$ cat src/rtl/meteor_mover.sv
// meteor_mover: advances one meteor's screen position once per video frame and respawns it at the top.
// Latency: an accepted frame strobe updates MetY on the next edge; a respawn shows new coordinates 2 edges after its trigger.
// Backpressure: none; extra strobes inside the lockout window and all strobes while enable=0 are dropped.
module meteor_mover #(
  parameter int          TOP      = 0,
  parameter int          BOTTOM   = 480,
  parameter int          XMIN     = 64,
  parameter int          MAX_STEP = 32,
  parameter int          LOCKOUT  = 1024,
  parameter logic [15:0] SEED     = 16'hACE1
) (
  input  logic        clk,
  input  logic        rst,
  input  logic        frame,
  input  logic [15:0] speed,
  input  logic        enable,
  input  logic        collide,
  output logic [15:0] MetX,
  output logic [15:0] MetY,
  output logic        active,
  output logic        dodged
);

  localparam int CW = (LOCKOUT > 1) ? $clog2(LOCKOUT) : 1;

  typedef enum logic [1:0] {
    IDLE    = 2'd0,
    FALL    = 2'd1,
    RESPAWN = 2'd2
  } state_t;

  state_t        state, state_nxt;
  logic [15:0]   lfsr;
  logic [CW-1:0] lock_cnt;
  logic [15:0]   x_nxt, y_nxt;
  logic          active_nxt, dodged_nxt;
  logic          accept;
  logic [5:0]    step;
  logic [16:0]   sum;

  // A strobe counts only while falling, running, and outside the lockout window.
  assign accept = frame && (lock_cnt == '0) && enable && (state == FALL);
  assign step   = (speed > 16'(MAX_STEP)) ? 6'(MAX_STEP) : speed[5:0];
  assign sum    = {1'b0, MetY} + {11'd0, step};

  // Free-running Fibonacci LFSR (taps 16,14,13,11), right-shifting form; a non-zero seed never reaches zero.
  always_ff @(posedge clk) begin
    if (rst) lfsr <= SEED;
    else     lfsr <= {lfsr[0] ^ lfsr[2] ^ lfsr[3] ^ lfsr[5], lfsr[15:1]};
  end

  // Lockout counter: loaded on acceptance, then counts down to zero in every state.
  always_ff @(posedge clk) begin
    if (rst)                 lock_cnt <= '0;
    else if (accept)         lock_cnt <= CW'(LOCKOUT - 1);
    else if (lock_cnt != '0) lock_cnt <= lock_cnt - CW'(1);
  end

  // Next-state and next-output logic; everything holds unless a transition says otherwise.
  always_comb begin
    state_nxt  = state;
    x_nxt      = MetX;
    y_nxt      = MetY;
    active_nxt = active;
    dodged_nxt = 1'b0;
    case (state)
      IDLE: begin
        if (enable) state_nxt = RESPAWN;
      end
      RESPAWN: begin
        x_nxt      = 16'(XMIN) + {7'd0, lfsr[8:0]};
        y_nxt      = 16'(TOP);
        active_nxt = 1'b1;
        state_nxt  = FALL;
      end
      FALL: begin
        // Collide wins over a same-cycle frame; enable=0 freezes everything, collide included.
        if (enable && collide) begin
          active_nxt = 1'b0;
          state_nxt  = RESPAWN;
        end else if (accept) begin
          if (sum >= 17'(BOTTOM)) begin
            dodged_nxt = 1'b1;
            active_nxt = 1'b0;
            state_nxt  = RESPAWN;
          end else begin
            y_nxt = sum[15:0];
          end
        end
      end
      default: state_nxt = IDLE;
    endcase
  end

  // State and coordinate registers.
  always_ff @(posedge clk) begin
    if (rst) begin
      state  <= IDLE;
      MetX   <= 16'(XMIN);
      MetY   <= 16'(TOP);
      active <= 1'b0;
      dodged <= 1'b0;
    end else begin
      state  <= state_nxt;
      MetX   <= x_nxt;
      MetY   <= y_nxt;
      active <= active_nxt;
      dodged <= dodged_nxt;
    end
  end

endmodule
$ cat config.mk
export PLATFORM = sky130hd
export DESIGN_NAME = meteor_mover
export DESIGN_NICKNAME = d
export VERILOG_FILES = /design/src/rtl/meteor_mover.sv
export SDC_FILE = /design/constraint.sdc
export NUM_CORES = 1
export LEC_CHECK = 0
export ABC_AREA = 1
export CAP_MARGIN = 5
export CORE_ASPECT_RATIO = 1.1
export CORE_MARGIN = 4
export CORE_UTILIZATION = 47
export CTS_CLUSTER_SIZE = 12
export DETAILED_ROUTE_END_ITERATION = 10
export PLACE_DENSITY_LB_ADDON = 0.05
export SKIP_LAST_GASP = 1
export SLEW_MARGIN = 20
export SYNTH_ARGS = -nofsm -noshare
export SYNTH_HDL_FRONTEND = slang
export SYNTH_SLANG_ARGS = --single-unit
$ cat constraint.sdc
create_clock -name clk -period 10.06 [get_ports clk]
set_input_delay 2.515 -clock clk [delete_from_list [all_inputs] [get_ports clk]]
set_output_delay 2.515 -clock clk [all_outputs]
set_load 0.05 [all_outputs]
==> flow_summary.yaml <==
clock_network:
  path_clk_slew_ns: 0.11
  cts_tree: "yes"
  clock_latency_ns: 0.32
  cts_sinks: 56
  hold_buffers: 0
  postCtsSetupBuffers: 0
  ctsRootBufferMaster: "clkbuf_8"
  cts.repair.resized: 0
  cts_buffers: 5
  htreeDepth: 2
  clock_path_buffers: 2
synthesis:
  ys_ff_latch: 56
  synth_warnings: 0
  netlist_instances: 442
  synth_fa_ha_area_share_pct: 6.00
  yosysSeqAreaShare_pct: 36.8
  synth_compound_area_share_pct: 8.91
  synthTopCellsByArea: "dfxtp_1, nand2_1, nor2_1, inv_1, ha_1"
  synth_xor_xnor_area_share_pct: 2.87
  synth-edff-count: 0
  synth_top_area_share_pct: 36.8
  ys_async_sr_fraction_pct: 0
  synth_top_family_by_area: "simple AND/OR/NAND/NOR gates"
  synth_top_area_cell: "dfxtp_1"
  synth_ff_type: "dfxtp_1"
  synth.most_common_cell: "nand2_1"
  synthMuxAreaShare_pct: 0
  yosysUniqueCellTypes: 39
  synth-simple-area-share_pct: 35.2
  synth_commonest_cells: "nand2_1, nor2_1, dfxtp_1, inv_1, nand3_1"
  synth.avg_cell_area_sq_um: 6.89
  post_synth_instance_area_sq_um: 3050
drt:
  vias: 2898
  ant_nets: 0
  routedWlPerCell_microns: 12.1
  via_per_inst: 5.08
  routed-wl-met2_microns: 3560
  drt-initial-drc-count: 108
  dr.max_layer_used: "met4"
  drt-met1-wl_microns: 2890
  drtPass1Iterations: 4
  drc_errors: 0
  drt_wl_total_microns: 6900
  routed-wl-met3_microns: 256
final_layout:
  fin_nets: 524
  n_fill_cell: 598
  drive_gt1_share_pct: 6.53
  antenna_cells: 0
  finish.instance_area_sq_um: 3670
  syn_to_final_growth_pct: 20.4
global_routing:
  grt_pass1_vias: 2701
  antenna_found_initial: 0
  grt_max_degree: 37
  grt_overflow: 0
  grt_usage_pct: 18.2
  grt_pass1_wl_microns: 11700
timing:
  hold_viol_final: 0
  setup_tns_ns: 0
  fmax_mhz: 180
  setup_slack_ns: 4.52
  whs_ns: 0.413
  period_needed_ns: 5.54
  finalCritPeriodShare_pct: 55.1
  setup_viol: 0
  tightest_slew_ns: 0.535
  finClkSkew_ns: 0.00974
  grt_setup_unrepaired: "no"
  drv_slew: 0
  worst_slew_margin_rel_pct: 64.4
worst_setup_path:
  worstPathCellList: "clkdlybuf4s50_1, or4_1, nor2_1, nand2_1, nor2_1, ha_1, fa_1, nand3_1, nand3_1, nand3_1, nand2_1, nand2_1, nand2_1, nand2_1, nor2_1, nand4_2, nand2_2, inv_2, nor2_1, nor2_1"
  timing.rr.end: "MetY[3]$_SDFFE_PP0P_"
  crit_start: "speed[8]"
  critical_path_class: "input port to flop"
  cp_data_arrival_time_ns: 5.76
  reg2reg_slack_ns: 7.40
  endpoint_kind: "flop"
  cp_slowest_stage_delay_ns: 0.51
  critical_path.startpoint_type: "input port"
  crit_required_ns: 10.28
  path_max_fanout: 11
  rr_worst_depth: 14
  timing.rr.start: "MetY[0]$_SDFFE_PP0P_"
  cp_slowest_cell: "or4_1"
min_path:
  holdPathStages: 2
  min_to: "lfsr[12]$_SDFF_PP0_"
  worstHoldStart: "lfsr[13]$_SDFF_PP1_"
  hold_path_class: "flop to flop"
placement:
  placedInstanceArea_sq_um: 3570
  port_buffers: 48
  gp_congestion: 0.920
  dp_worst_setup_slack_ns: 4.17
  dp_hpwl_microns: 5460
floorplan:
  coreArea_sq_um: 6230
  row_count: 30
  dieHeight_microns: 92.4
  dieArea_sq_um: 7840
  top_level_ports: 55
  dieWidth_microns: 84.8
  start_util_pct: 48.9
run:
  max-cap-violations: 0
status:
  status: "complete, no violations"
power:
  ir_worst_vdd_mv: 0.132
  power_leakage_nw: 1.65
  power_uw: 766
  cellPowerDensity_nw_per_um2: 209
==> how the worst max path moves through the flow <==
stage	endpoint	depth (start not counted)	slack, ns
floorplan	MetY[2]$_SDFFE_PP0P_	19	5.06
global placement	MetY[2]$_SDFFE_PP0P_	20	4.19
detailed placement	MetY[6]$_SDFFE_PP0P_	20	4.17
CTS	MetY[3]$_SDFFE_PP0P_	20	4.52
global route	MetY[6]$_SDFFE_PP0P_	20	4.14
finish	MetY[3]$_SDFFE_PP0P_	20	4.52
==> metal layers <==
layer	vias up	GRT usage, %
li1	1492	-
met1	1323	21.1
met2	67	32.2
met3	16	3.29
met4	0	8.05
met5	-	0
==> state kept, by name (all words and copies together), names as in the netlist <==
signal and count:
active 1, lock_cnt 10, MetX 10, dodged 1, state 2, MetY 16
lfsr 16
==> layout by cell type (no fill, tap or decap), types with 2 or more instances in the layout <==
| master | instances |
|---|---|
| nand3_1 | 29 |
| or2_0 | 4 |
| o21ai_0 | 20 |
| nand2_1 | 89 |
| inv_6 | 2 |
| nor2_1 | 69 |
| nand4_1 | 9 |
| xor2_1 | 4 |
| nand3_2 | 2 |
| or2_2 | 4 |
| nand2_2 | 4 |
| o21ai_1 | 3 |
| clkdlybuf4s50_1 | 48 |
| nor3_2 | 2 |
| clkbuf_8 | 5 |
| o211ai_1 | 2 |
| nor3_1 | 11 |
| nor2_2 | 4 |
| a21oi_1 | 24 |
| dfxtp_1 | 56 |
| xnor2_1 | 6 |
| ha_1 | 13 |
| inv_1 | 56 |
| inv_2 | 3 |
| conb_1 | 6 |
==> worst max-delay path: cells and delay by family <==
kind,cells,cell delay (ns)
AND/OR/NAND/NOR,16,2.22
buffers and inverters,2,0.52
adder cells (fa/ha/maj),2,0.50
==> final cells by class <==
class,instances,area (sq um),area share [%]
repair buffers,49,488,13.3
multi-input cells,317,1640,44.6
inverters,60,225,6.14
flip-flops and latches,56,1120,30.6
clock inverters,3,28.8,0.785
clock buffers,5,68.8,1.88
well taps,80,100,2.73
==> per-stage QoR <==
step	util, %	cells
after floorplan	-	447
after global placement	57.3	562
after detailed placement	57.3	562
after CTS	58.9	570
after global routing	58.9	570
final	58.9	570
==> cell families (layout without fill, tap and decap cells) <==
group / Yosys count / count (layout)
buffers and inverters: 74 / 117
other: 1 / 6
AO/OA/AOI/OAI: 52 / 52
AND/OR/NAND/NOR: 235 / 235
flip-flops: 56 / 56
XOR/XNOR: 10 / 10
adder cells (fa/ha/maj): 14 / 14
==> power by group <==
| group | leakage [nW] | internal, mW | switching, mW |
|---|---|---|---|
| Combinational | 1.14 | 0.119 | 0.225 |
| Clock | 0.0511 | 0.0527 | 0.0785 |
| Sequential | 0.461 | 0.264 | 0.0275 |
| Total | 1.65 | 0.435 | 0.331 |
No activity file was read; power rests on OpenSTA's default activity.
